===== config.mk =====
export PLATFORM = sky130hd
export DESIGN_NAME = alu_serial_ctrl
export DESIGN_NICKNAME = d
export VERILOG_FILES = /design/src/rtl/alu_serial_ctrl_pkg.sv /design/src/rtl/alu_serial_ctrl_slice.sv /design/src/rtl/alu_serial_ctrl.sv
export SDC_FILE = /design/constraint.sdc
export NUM_CORES = 1
export LEC_CHECK = 0
export ABC_AREA = 1
export BUFFER_PORTS_ARGS = -buffer_cell sky130_fd_sc_hd__buf_2
export CORE_MARGIN = 2
export CORE_UTILIZATION = 40
export CTS_BUF_LIST = sky130_fd_sc_hd__clkbuf_16
export DETAILED_ROUTE_END_ITERATION = 12
export PLACE_DENSITY = 0.62
export SYNTH_ARGS = -nofsm -noshare
export SYNTH_HDL_FRONTEND = slang
export SYNTH_SLANG_ARGS = --single-unit

===== constraint.sdc =====
create_clock -name clk -period 1.8 [get_ports clk]
set_input_delay 0.09 -clock clk [delete_from_list [all_inputs] [get_ports clk]]
set_output_delay 0.09 -clock clk [all_outputs]
set_load 0.05 [all_outputs]

===== src/rtl/alu_serial_ctrl_pkg.sv =====
// Shared types for the bit-serial ALU sequencer: opcodes, FSM states, slice selects
// and the opcode-to-slice-control decode.
package alu_serial_ctrl_pkg;

    typedef enum logic [2:0] {
        OP_ADD  = 3'b000,
        OP_SUB  = 3'b001,
        OP_AND  = 3'b010,
        OP_OR   = 3'b011,
        OP_XOR  = 3'b100,
        OP_NAND = 3'b101,
        OP_NOR  = 3'b110,
        OP_SLT  = 3'b111
    } alu_op_t;

    typedef enum logic [1:0] {
        ST_IDLE = 2'd0,
        ST_RUN  = 2'd1,
        ST_DONE = 2'd2
    } state_t;

    typedef enum logic [1:0] {
        SEL_SUM  = 2'd0,
        SEL_NAND = 2'd1,
        SEL_NOR  = 2'd2,
        SEL_XOR  = 2'd3
    } slice_sel_t;

    typedef struct packed {
        logic       inv_a;
        logic       inv_b;
        slice_sel_t sel;
        logic       arith;
    } slice_ctl_t;

    // AND/OR are built from NOR/NAND with both inputs inverted (De Morgan).
    function automatic slice_ctl_t decode_op(input alu_op_t op);
        slice_ctl_t c;
        c = '{inv_a: 1'b0, inv_b: 1'b0, sel: SEL_SUM, arith: 1'b0};
        case (op)
            OP_ADD:  c = '{inv_a: 1'b0, inv_b: 1'b0, sel: SEL_SUM,  arith: 1'b1};
            OP_SUB:  c = '{inv_a: 1'b0, inv_b: 1'b1, sel: SEL_SUM,  arith: 1'b1};
            OP_SLT:  c = '{inv_a: 1'b0, inv_b: 1'b1, sel: SEL_SUM,  arith: 1'b1};
            OP_AND:  c = '{inv_a: 1'b1, inv_b: 1'b1, sel: SEL_NOR,  arith: 1'b0};
            OP_OR:   c = '{inv_a: 1'b1, inv_b: 1'b1, sel: SEL_NAND, arith: 1'b0};
            OP_XOR:  c = '{inv_a: 1'b0, inv_b: 1'b0, sel: SEL_XOR,  arith: 1'b0};
            OP_NAND: c = '{inv_a: 1'b0, inv_b: 1'b0, sel: SEL_NAND, arith: 1'b0};
            OP_NOR:  c = '{inv_a: 1'b0, inv_b: 1'b0, sel: SEL_NOR,  arith: 1'b0};
            default: c = '{inv_a: 1'b0, inv_b: 1'b0, sel: SEL_SUM,  arith: 1'b0};
        endcase
        return c;
    endfunction

endpackage


===== src/rtl/alu_serial_ctrl_slice.sv =====
// Combinational 1-bit ALU slice: optional input inversion, then sum/NAND/NOR/XOR
// select, plus full-adder carry out.
module alu_serial_slice
    import alu_serial_ctrl_pkg::*;
(
    input  logic       a,
    input  logic       b,
    input  logic       cin,
    input  logic       inv_a,
    input  logic       inv_b,
    input  logic [1:0] sel,
    output logic       y,
    output logic       cout
);

    logic ai;
    logic bi;

    assign ai   = a ^ inv_a;
    assign bi   = b ^ inv_b;
    assign cout = (ai & bi) | (cin & (ai ^ bi));

    always_comb begin
        y = 1'b0;
        case (slice_sel_t'(sel))
            SEL_SUM:  y = ai ^ bi ^ cin;
            SEL_NAND: y = ~(ai & bi);
            SEL_NOR:  y = ~(ai | bi);
            SEL_XOR:  y = ai ^ bi;
            default:  y = 1'b0;
        endcase
    end

endmodule


===== src/rtl/alu_serial_ctrl.sv =====
// Bit-serial ALU sequencer: streams WIDTH-bit operands LSB-first through one slice.
// Define ALU_SERIAL_FLAGS_EN to enable carry/overflow flags and overflow-corrected SLT.
//
// state   | meaning
// IDLE    | req_ready=1, waiting for a request
// RUN     | one operand bit per cycle through the slice, cnt = bit index
// DONE    | res_valid=1, result held until res_ready
module alu_serial_ctrl
    import alu_serial_ctrl_pkg::*;
#(
    parameter int WIDTH = 8
) (
    input  logic             clk,
    input  logic             reset,
    input  logic             req_valid,
    output logic             req_ready,
    input  logic [2:0]       req_op,
    input  logic [WIDTH-1:0] req_a,
    input  logic [WIDTH-1:0] req_b,
    output logic             res_valid,
    input  logic             res_ready,
    output logic [WIDTH-1:0] res_data,
    output logic             res_zero,
    output logic             res_carry,
    output logic             res_ovf
);

    localparam int CNT_W = $clog2(WIDTH);
    localparam logic [CNT_W-1:0] CNT_LAST = CNT_W'(WIDTH - 1);

    state_t           state;
    alu_op_t          op_q;
    logic [WIDTH-1:0] a_q;
    logic [WIDTH-1:0] b_q;
    logic [WIDTH-1:0] sh_q;
    logic [CNT_W-1:0] cnt;
    logic             carry_q;
    logic             zacc_q;

    slice_ctl_t       ctl;
    logic             slice_y;
    logic             slice_cout;
    logic [WIDTH-1:0] next_sh;
    logic             fin_zero;
    logic             fin_carry;
    logic             fin_ovf;
    logic             slt_bit;

    assign ctl = decode_op(op_q);

    alu_serial_slice u_slice (
        .a     (a_q[cnt]),
        .b     (b_q[cnt]),
        .cin   (carry_q),
        .inv_a (ctl.inv_a),
        .inv_b (ctl.inv_b),
        .sel   (ctl.sel),
        .y     (slice_y),
        .cout  (slice_cout)
    );

    assign next_sh  = {slice_y, sh_q[WIDTH-1:1]};
    assign fin_zero = zacc_q & ~slice_y;

    // On the MSB cycle carry_q is still the carry into the MSB.
`ifdef ALU_SERIAL_FLAGS_EN
    assign fin_carry = ctl.arith & slice_cout;
    assign fin_ovf   = ctl.arith & (carry_q ^ slice_cout);
    assign slt_bit   = slice_y ^ (carry_q ^ slice_cout);
`else
    assign fin_carry = 1'b0;
    assign fin_ovf   = 1'b0;
    assign slt_bit   = slice_y;
`endif

    always_ff @(posedge clk or posedge reset) begin
        if (reset) begin
            state     <= ST_IDLE;
            op_q      <= OP_ADD;
            a_q       <= '0;
            b_q       <= '0;
            sh_q      <= '0;
            cnt       <= '0;
            carry_q   <= 1'b0;
            zacc_q    <= 1'b0;
            req_ready <= 1'b1;
            res_valid <= 1'b0;
            res_data  <= '0;
            res_zero  <= 1'b0;
            res_carry <= 1'b0;
            res_ovf   <= 1'b0;
        end else begin
            case (state)
                ST_IDLE: begin
                    if (req_valid) begin
                        op_q      <= alu_op_t'(req_op);
                        a_q       <= req_a;
                        b_q       <= req_b;
                        cnt       <= '0;
                        carry_q   <= (alu_op_t'(req_op) == OP_SUB) || (alu_op_t'(req_op) == OP_SLT);
                        zacc_q    <= 1'b1;
                        req_ready <= 1'b0;
                        state     <= ST_RUN;
                    end
                end
                ST_RUN: begin
                    sh_q   <= next_sh;
                    zacc_q <= fin_zero;
                    if (ctl.arith) begin
                        carry_q <= slice_cout;
                    end
                    if (cnt == CNT_LAST) begin
                        if (op_q == OP_SLT) begin
                            res_data <= {{(WIDTH-1){1'b0}}, slt_bit};
                            res_zero <= ~slt_bit;
                        end else begin
                            res_data <= next_sh;
                            res_zero <= fin_zero;
                        end
                        res_carry <= fin_carry;
                        res_ovf   <= fin_ovf;
                        res_valid <= 1'b1;
                        state     <= ST_DONE;
                    end else begin
                        cnt <= cnt + 1'b1;
                    end
                end
                ST_DONE: begin
                    if (res_ready) begin
                        res_valid <= 1'b0;
                        req_ready <= 1'b1;
                        state     <= ST_IDLE;
                    end
                end
                default: begin
                    state <= ST_IDLE;
                end
            endcase
        end
    end

endmodule


Word level (Yosys, flattened, before mapping)

Memories as Yosys holds them, arrays and structs flattened.
Cells that the tools add are included.

Bits in registers: 45
Memory bits (read-only): 40
Memories: 1

$add $sub $neg: 1
Order comparisons: 1
Eq/ne operators: 14
Muxes and demuxes: 25
Bitwise logic cells: 12
Reduce and logical (&&, ||, !) cells: 14

Memories:

| memory          | words | bits a word | rd ports | clocked after Yosys merged registers in | wr ports | line                      | text |
|---|---|---|---|---|---|---|---|
| (no name shown) | 8     | 5           | 1        | 0                                       | 0        | alu_serial_ctrl_pkg.sv:40 | `case (op)` |

Operators with widths:

| operator              | number |
|---|---|
| $reduce_and A3 Y1     | 5 |
| $mux W1               | 10 |
| $ne A2 B2 Y1 const B  | 5 |
| $eq A3 B3 Y1 const B  | 3 |
| $mux W8               | 1 |
| $pmux W1 S2           | 4 |
| $bmux W1 S3           | 2 |
| $eq A2 B2 Y1 const B  | 3 |
| $mux W2               | 3 |
| $mux W3               | 2 |
| $pmux W2 S3           | 1 |
| $pmux W3 S2           | 1 |
| $reduce_and A2 Y1     | 3 |
| $reduce_bool A2 Y1    | 3 |
| $eq A2 B1 Y1 const B  | 2 |
| $logic_not A2 Y1      | 2 |
| $lt A3 B4 Y1 const B  | 1 |
| $pmux W1 S4           | 1 |
| $xor A1 B1 Y1         | 4 |
| $add A3 B1 Y3 const B | 1 |
| $and A1 B1 Y1         | 3 |
| $eq A3 B1 Y1 const B  | 1 |
| $not A1 Y1            | 3 |
| $or A1 B1 Y1          | 2 |
| $logic_or A1 B1 Y1    | 1 |

Logic depth before layout (Yosys ltp)

Gate-level depths: netlist of the first run.

Word-level depth: 9
Mapped depth: 14
Depth with buffers taken out: 14

Hierarchy

A second synthesis of the first run with hierarchy kept.

Cells, all modules: 266
Area total of the unflattened synthesis: 2,108.3 µm²

Modules (own cells, without submodules):

| module           | instances | cells each | area an instance (µm²) |
|---|---|---|---|
| alu_serial_ctrl  | 1         | 247        | 1,990.7 |
| alu_serial_slice | 1         | 19         | 117.6 |

Worst setup path before layout of the first run

Ideal clock, no wire load.

Path kind: register to register
Start point: register cnt[0]
End point: register sh_q[7]
Library setup time: 0.126 ns
Data arrival time: 1.813 ns
Slack: -0.139 ns
Cell stages (with the launch flop): 14
Clock period less this slack: 1.939 ns
Cell sequence: dfrtp_1 -> buf_2 -> nand2_1 -> nand3_1 -> nand3_1 -> nand2_1 -> nand2_1 -> nand2_1 -> fa_1 -> inv_1 -> nand2_1 -> nand3_1 -> nand2_1 -> o21ai_0

Longest elaborated chain between the ends: 6
Elaborated cells on any way between the ends: 13
Those cells by class: mux: 5; bitwise: 8

Ends and longest elaborated chain:

| element                                     | line                                                     | text |
|---|---|---|
| start, declared                             | alu_serial_ctrl.sv:36                                    | `logic [CNT_W-1:0] cnt;` |
| start signal, assigned                      | alu_serial_ctrl.sv:125                                   | `cnt <= cnt + 1'b1;` |
| $bmux W1 S3 (on tied branches)              | alu_serial_ctrl.sv:52, alu_serial_ctrl.sv:53             |  |
| $mux W1 (on tied branches)                  | alu_serial_ctrl.sv:52, alu_serial_ctrl.sv:53             |  |
| $xor A1 B1 Y1 (on tied branches)            | alu_serial_ctrl_slice.sv:19, alu_serial_ctrl_slice.sv:20 |  |
| $xor A1 B1 Y1, or another cell as far along | alu_serial_ctrl_slice.sv:26, alu_serial_ctrl_slice.sv:29 |  |
| $xor A1 B1 Y1, or another cell as far along | alu_serial_ctrl_slice.sv:26                              | `SEL_SUM: y = ai ^ bi ^ cin;` |
| $pmux W1 S4 (*)                             | alu_serial_ctrl_slice.sv:25                              | `case (slice_sel_t'(sel))` |
| end signal, assigned                        | alu_serial_ctrl.sv:107                                   | `sh_q <= next_sh;` |
| end, declared                               | alu_serial_ctrl.sv:35                                    | `logic [WIDTH-1:0] sh_q;` |

Mark *: on every way between the ends. The rest lies on a longest branch, timed or not. The select of a mux whose other input is x is not followed.
A chain may end at the register's enable or synchronous reset.

Worst setup path in the final report of the first run

Same ends and word-level chain as after synthesis.

==> qor_table.md, run 1 <==
| Result | This run | Unit |
|:---|:---|:---|
| Count of port buffers added during placement | 33 | - |
| Total track usage | 0.170 | - |
| Final setup margin | -211 | ps |
| Hold slack | 3.81 | ps |
| Avg Inst Size Synth | 8.19 | sq um |
| Standard cell with the maximum stage delay on the critical path | fa_1 | - |
| CTS Buf Count | 5 | - |
| Number of endpoints with negative hold slack in the final report | 0 | - |
| Critical path endpoint category | flop | - |
| Final core utilization | 0.553 | - |
| Remaining antenna violation count | 0 | - |
| Yosys warning total | 0 | - |
| Worst Clk Skew | 7.61 | ps |
| Number of fill cells in the layout | 476 | - |
| Full die area | 0.00592 | sq mm |
| DRT met1 WL | 2230 | microns |
| Count of standard-cell rows | 26 | - |
| Tightest Pin Transition | 542 | ps |
| Clock latency on the worst-skew pair | 290 | ps |
| Syn-to-layout area delta | 32.7 | % |
| Required time of the critical path | 1970 | ps |
| Largest cells by area after synthesis | dfrtp_1, nand2_1, o21ai_0 | - |
| Crit path DAT | 2190 | ps |
| Number of violations reported at the end of detailed-routing iteration 0 | 138 | - |
| Maximum clock path buffer count | 2 | - |
| Via count of the first global-routing pass | 1820 | - |
| Final clock period utilization by the worst path | 1.12 | - |
| Total power after layout | 0.00568 | W |
| Peak supply drop | 0.724 | mV |
| Cell area after synthesis | 0.00213 | sq mm |
| Metal2 WL | 2100 | microns |
| Die X | 76.9 | microns |
| 1st-pass router iterations | 4 | - |
| Startpoint kind of the worst setup timing path | flop | - |
| Fin nets | 344 | - |
| Average detailed-routed wire length per instance | 11.8 | microns |
| Worst hold-check path type | input port to flop | - |
| Floorplan core area | 0.00511 | sq mm |
| Placement Setup Slack | -196 | ps |
| Clock net sink count | 44 | - |
| Fraction of layout instances using a drive strength above 1 | 0.338 | - |
| Via count of the routed design | 1773 | - |
| Worst-path maximum fanout | 8 | - |
| Number of H-tree levels | 2 | - |
| Most frequent standard cell in the layout excluding fill and tap cells | nand2_1 | - |
| Clk root buf | clkbuf_16 | - |
| Via-per-instance ratio | 4.58 | - |
| First-pass GRT wire length | 8080 | microns |
| Most frequent cells in the layout | nand2_1, dfrtp_1, inv_1, buf_2, o21ai_0 | - |
| Die height | 76.9 | microns |
| Effective utilization at floorplan | 0.417 | - |
| Portion of the post-synthesis area used by sequential elements | 0.518 | - |
| CP Cell Sequence | inv_2, nand2_1, nand3_2, nand3_4, nand3_2, nand2_2, fa_1, inv_1, nand2_1, nand3_2, nand2_1, o21ai_1 | - |
| Setup TNS Final | -838 | ps |
| Number of maximum-capacitance constraint violations | 0 | - |
| Post-synthesis cell count | 260 | - |
| Setup repair after global routing missed its margin | true | - |
| Overflow after GRT | 0 | - |
| Count of antenna diodes in the layout | 0 | - |
| Routability cong. | 0.805 | - |
| Highest metal layer with signal wires | met4 | - |
| Total routed wirelength | 4570 | microns |
| Maximum number of pins on one net before global-route repair | 45 | - |
| TritonCTS clock tree | yes | - |
| Most area-hungry cell type in the Yosys netlist | dfrtp_1 | - |
| #FFs+latches synth | 44 | - |
| Top-level port count | 36 | - |
| DRC viols | 0 | - |
| Delay of the slowest cell on the worst path | 500 | ps |
| Worst setup path category | flop to flop | - |
| Failing checks | setup timing | - |
| Max Transition Viols Final | 0 | - |
| Max-slew headroom | 0.639 | - |
| Setup-violating endpoint count in the final report | 5 | - |
| Number of unique standard cell types used by synthesis | 29 | - |
| Fmax | 497 | MHz |
| Wire length on met3 | 159 | microns |
| CTS clock-pin slew for the worst setup and hold paths | 60 | ps |
| Placed wire-length estimate after detailed placement | 3150 | microns |
| Antenna violations before repair | 0 | - |
| Leak pwr | 1.49 | nW |
| Final critical-path required period | 2010 | ps |
| Pwr/cell area | 2010 | mW/mm^2 |
| Run status | finished with violations | - |
| Top-area cell type share of the netlist area | 0.506 | - |
==> what timing repair did <==
action | CTS | global route
hold buffers | 2 | 0
endpoints found under the hold margin | 44 | 0
pin swaps | 12 | 13
setup buffers | 1 | 3
resized for setup | 14 | 20
endpoints found under the setup margin | 5 | 5
==> sequential cells by signal (all words and copies together), names as in the netlist <==
register and flops:
a_q 8, b_q 8, carry_q 1, cnt 3
op_q 3, req_ready 1, res_data 8, res_valid 1
res_zero 1, sh_q 7, state 2, zacc_q 1
==> Yosys cell counts, drive strengths merged <==
cell type and instances:
nor2 4, dfrtp 43, fa 1, and3 1, buf 8, nand3b 1
nand3 24, ha 4, conb 1, nand2 84, clkbuf 2, xnor2 1
inv 41, a21oi 3, o31ai 1, dfstp 1, o21bai 1, o21ai 38
a21o 1
==> report_power, final <==
part | internal [W] | switching, W
logic | 0.00119 | 0.00192
clock network | 0.000526 | 0.000401
registers | 0.00143 | 0.000206
==> path summary, 6_finish.rpt <==
kind                       slack (ps)        start  depth (start not counted)          end
setup / recovery                 -210       cnt[0]                         12      sh_q[7]
hold / removal                      4     req_b[7]                          3       b_q[7]
setup reg to reg                 -210       cnt[0]                         12      sh_q[7]
hold reg to reg                   470  res_data[0]                          2  res_data[0]
max in group asynchronous         950        reset                          4      op_q[2]
min in group asynchronous         480        reset                          4     state[0]
==> logic make-up after synthesis <==
group,share of synthesized area
simple gates,0.226
buf+inv,0.108
compound gates,0.109
flops,0.518
fa+ha+maj,0.0329
xor+xnor,0.00412
other cells,0.00176
==> per-layer routing <==
| metal | up-vias | GRT usage |
|---|---|---|
| li1 | 925 | - |
| met1 | 809 | 0.227 |
| met2 | 33 | 0.273 |
| met3 | 6 | 0.0365 |
| met4 | 0 | 0.0600 |
| met5 | - | 0 |
==> through the flow <==
stage,instance area (sq um),std cells
detailed placement,2490,373
global placement,2490,373
CTS,2710,384
floorplan,2170,261
finish,2830,387
global route,2830,387
==> final cells by class <==
class / count / area, sq um / area share
clock buffers: 5 / 125 / 0.0443
well taps: 70 / 87.6 / 0.0310
clock inverters: 3 / 26.3 / 0.00930
repair buffers: 58 / 378 / 0.134
inverters: 41 / 154 / 0.0545
flip-flops and latches: 44 / 1100 / 0.390
multi-input cells: 166 / 952 / 0.337
==> worst max-delay path: cells and delay by family (launching register included) <==
family	cells	cell delay, ps
fa+ha+maj	1	500
buf+inv	2	190
flops	1	420
simple gates	8	720
compound gates	1	60
Power figures use the tool's default switching activity.
==> run 2, diff against run 1 <==
RECOVER_POWER = 25   (was not set)
==> run 2 against run 1 <==
The run still ends with setup timing left. Maximum frequency rose by 0.21%. Non-clock buffer count did not move. Final cell count did not move. Critical path depth rose by 1. Combinational power barely moved. Global-route usage did not move. Clock-buffer cell count did not move. Wire length fell by 0.24%.
==> qor_table.md, run 2 (synthesis results as in run 1) <==
| Result | This run | Unit | Change |
|:---|:---|:---|:---|
| Run status | finished with violations | - |  |
| Failing checks | setup timing | - |  |
| Top-level port count | 36 | - | unchanged |
| Total power after layout | 0.00568 | W | about the same |
| Placed Cells incl. Taps | 373 | - | unchanged |
| Largest registers in the final layout | a_q x8, b_q x8, res_data x8 | - |  |
| Number of violations reported at the end of detailed-routing iteration 0 | 147 | - | +6.5% |
| Via count of the first global-routing pass | 1820 | - | unchanged |
| Worst hold-check path type | input port to flop | - |  |
| Standard cell with the maximum stage delay on the critical path | fa_1 | - |  |
| Antenna violations before repair | 0 | - | unchanged |
| Most frequent cells in the layout | nand2_1, dfrtp_1, inv_1, buf_2, o21ai_0 | - |  |
| CP Cell Sequence | buf_6, nand2_4, nand3_2, nand3_4, nand2_4, nand2_2, nand2_2, fa_1, inv_1, nand2_1, nand3_2, nand2_1, o21ai_1 | - |  |
| Leak pwr | 1.49 | nW | -0.12% |
| Average detailed-routed wire length per instance | 11.8 | microns | -0.24% |
| Number of H-tree levels | 2 | - | unchanged |
| Effective utilization at floorplan | 0.417 | - | unchanged |
| Die height | 76.9 | microns | unchanged |
| Pwr/cell area | 2010 | mW/mm^2 | +0.19% |
| Clock net sink count | 44 | - | unchanged |
| TritonCTS clock tree | yes | - |  |
| Routability cong. | 0.805 | - | unchanged |
| CTS clock-pin slew for the worst setup and hold paths | 60 | ps | about the same |
| Count of placed standard cells in the final layout, fillers left out | 387 | - | unchanged |
| Setup-violating endpoint count in the final report | 5 | - | unchanged |
| Final critical-path required period | 2010 | ps | -4.15 ps |
| Required time of the critical path | 1970 | ps | about the same |
| Delay of the slowest cell on the worst path | 500 | ps | about the same |
| Most frequent standard cell in the layout excluding fill and tap cells | nand2_1 | - |  |
| Maximum clock path buffer count | 2 | - | unchanged |
| Placed wire-length estimate after detailed placement | 3150 | microns | unchanged |
| Total routed wirelength | 4560 | microns | -0.24% |
| Placed Area | 0.00249 | sq mm | unchanged |
| Final design area excluding fillers | 0.00282 | sq mm | -0.27% |
| Remaining antenna violation count | 0 | - | unchanged |
| Fraction of layout instances using a drive strength above 1 | 0.334 | - | -0.00315 |
| Crit path DAT | 2180 | ps | about the same |
| Tightest Pin Transition | 1060 | ps | +522 ps |
| Final setup margin | -207 | ps | +4.15 ps |
| Maximum number of pins on one net before global-route repair | 45 | - | unchanged |
| Critical path buffer and inverter count | 2 | - | unchanged |
| Final core utilization | 0.552 | - | -0.00147 |
| Peak supply drop | 0.725 | mV | +0.10% |
| Number of fill cells in the layout | 478 | - | +0.42% |
| Critical path endpoint category | flop | - |  |
| Startpoint kind of the worst setup timing path | flop | - |  |
| Worst setup path category | flop to flop | - |  |
| Hold slack | 3.98 | ps | +0.173 ps |
| Clk root buf | clkbuf_16 | - |  |
| Final clock period utilization by the worst path | 1.11 | - | -0.00231 |
| Max-slew headroom | 0.291 | - | -0.348 |
| Total track usage | 0.170 | - | unchanged |
| Fin nets | 344 | - | unchanged |
| Number of endpoints with negative hold slack in the final report | 0 | - | unchanged |
| Clock latency on the worst-skew pair | 290 | ps | about the same |
| CTS Buf Count | 5 | - | unchanged |
| Worst Clk Skew | 8.45 | ps | +0.842 ps |
| Cell class contributing the biggest share of worst-path delay | simple AND/OR/NAND/NOR gates | - |  |
| First-pass GRT wire length | 8080 | microns | unchanged |
| Die X | 76.9 | microns | unchanged |
| Count of antenna diodes in the layout | 0 | - | unchanged |
| Count of standard-cell rows | 26 | - | unchanged |
| Number of maximum-capacitance constraint violations | 0 | - | unchanged |
| Full die area | 0.00592 | sq mm | unchanged |
| Via-per-instance ratio | 4.56 | - | -0.39% |
| Worst-path maximum fanout | 7 | - | -1 |
| Fmax | 498 | MHz | +0.21% |
| DRC viols | 0 | - | unchanged |
| Overflow after GRT | 0 | - | unchanged |
| Setup repair after global routing missed its margin | true | - |  |
| Count of port buffers added during placement | 33 | - | unchanged |
| Max Transition Viols Final | 0 | - | unchanged |
| Floorplan core area | 0.00511 | sq mm | unchanged |
| 1st-pass router iterations | 4 | - | unchanged |
| Via count of the routed design | 1766 | - | -0.39% |
| Syn-to-layout area delta | 32.4 | % |  |
[run 2: cell type report]
| class | count | area (sq um) | area share |
|---|---|---|---|
| tap | 70 | 87.6 | 0.0311 |
| timing repair buffer | 58 | 375 | 0.133 |
| inverter | 41 | 154 | 0.0546 |
| sequential | 44 | 1100 | 0.391 |
| clock buffer | 5 | 125 | 0.0444 |
| clock inverter | 3 | 26.3 | 0.00933 |
| multi-input combinational | 166 | 947 | 0.336 |
[run 2: final timing paths]
kind | cells past startpoint | endpoint | slack [ps] | start
max in group asynchronous | 4 | op_q[2] | 480 | reset
worst min-delay path | 3 | b_q[7] | 4 | req_b[7]
worst min register to register | 2 | res_data[0] | 470 | res_data[0]
min in group asynchronous | 4 | state[0] | 670 | reset
worst max-delay path | 13 | sh_q[7] | -210 | cnt[0]
worst max register to register | 13 | sh_q[7] | -210 | cnt[0]
[run 2: through the flow]
step / TNS, ps / setup slack (ps)
detailed placement: -753 / -196
global route: -1420 / -330
CTS: -683 / -166
floorplan: -77.7 / -40.1
global placement: -429 / -113
finish: -814 / -207
[run 2: worst register-to-register path: stages, from the launching register on]
cell and delay [ps]:
dfrtp_1 420, buf_6 170, nand2_4 70, nand3_2 80, nand3_4 120, nand2_4 60
nand2_2 70, nand2_2 60, fa_1 500, inv_1 40, nand2_1 60, nand3_2 110
nand2_1 80, o21ai_1 60
[run 2: where the power goes]
group / total (W) / internal (W) / switching [W]
combinational: 0.00311 / 0.00119 / 0.00192
sequential: 0.00164 / 0.00143 / 0.000207
clock: 0.000928 / 0.000526 / 0.000401
[run 2: what timing repair did]
action / 4_1_cts / 5_1_grt
pin swaps: 12 / 13
buffers inserted: 1 / 3
endpoints found under the hold margin: 44 / 0
gates resized for setup: 14 / 20
hold buffers: 2 / 0
setup endpoints to repair: 5 / 5
[run 2: metal layers]
layer  up-vias  part of all wire  GRT usage
met5         -                 0          0
met4         0             0.016     0.0600
met3         6             0.034     0.0365
met2        30              0.46      0.273
met1       807              0.49      0.227
li1        923                 -          -
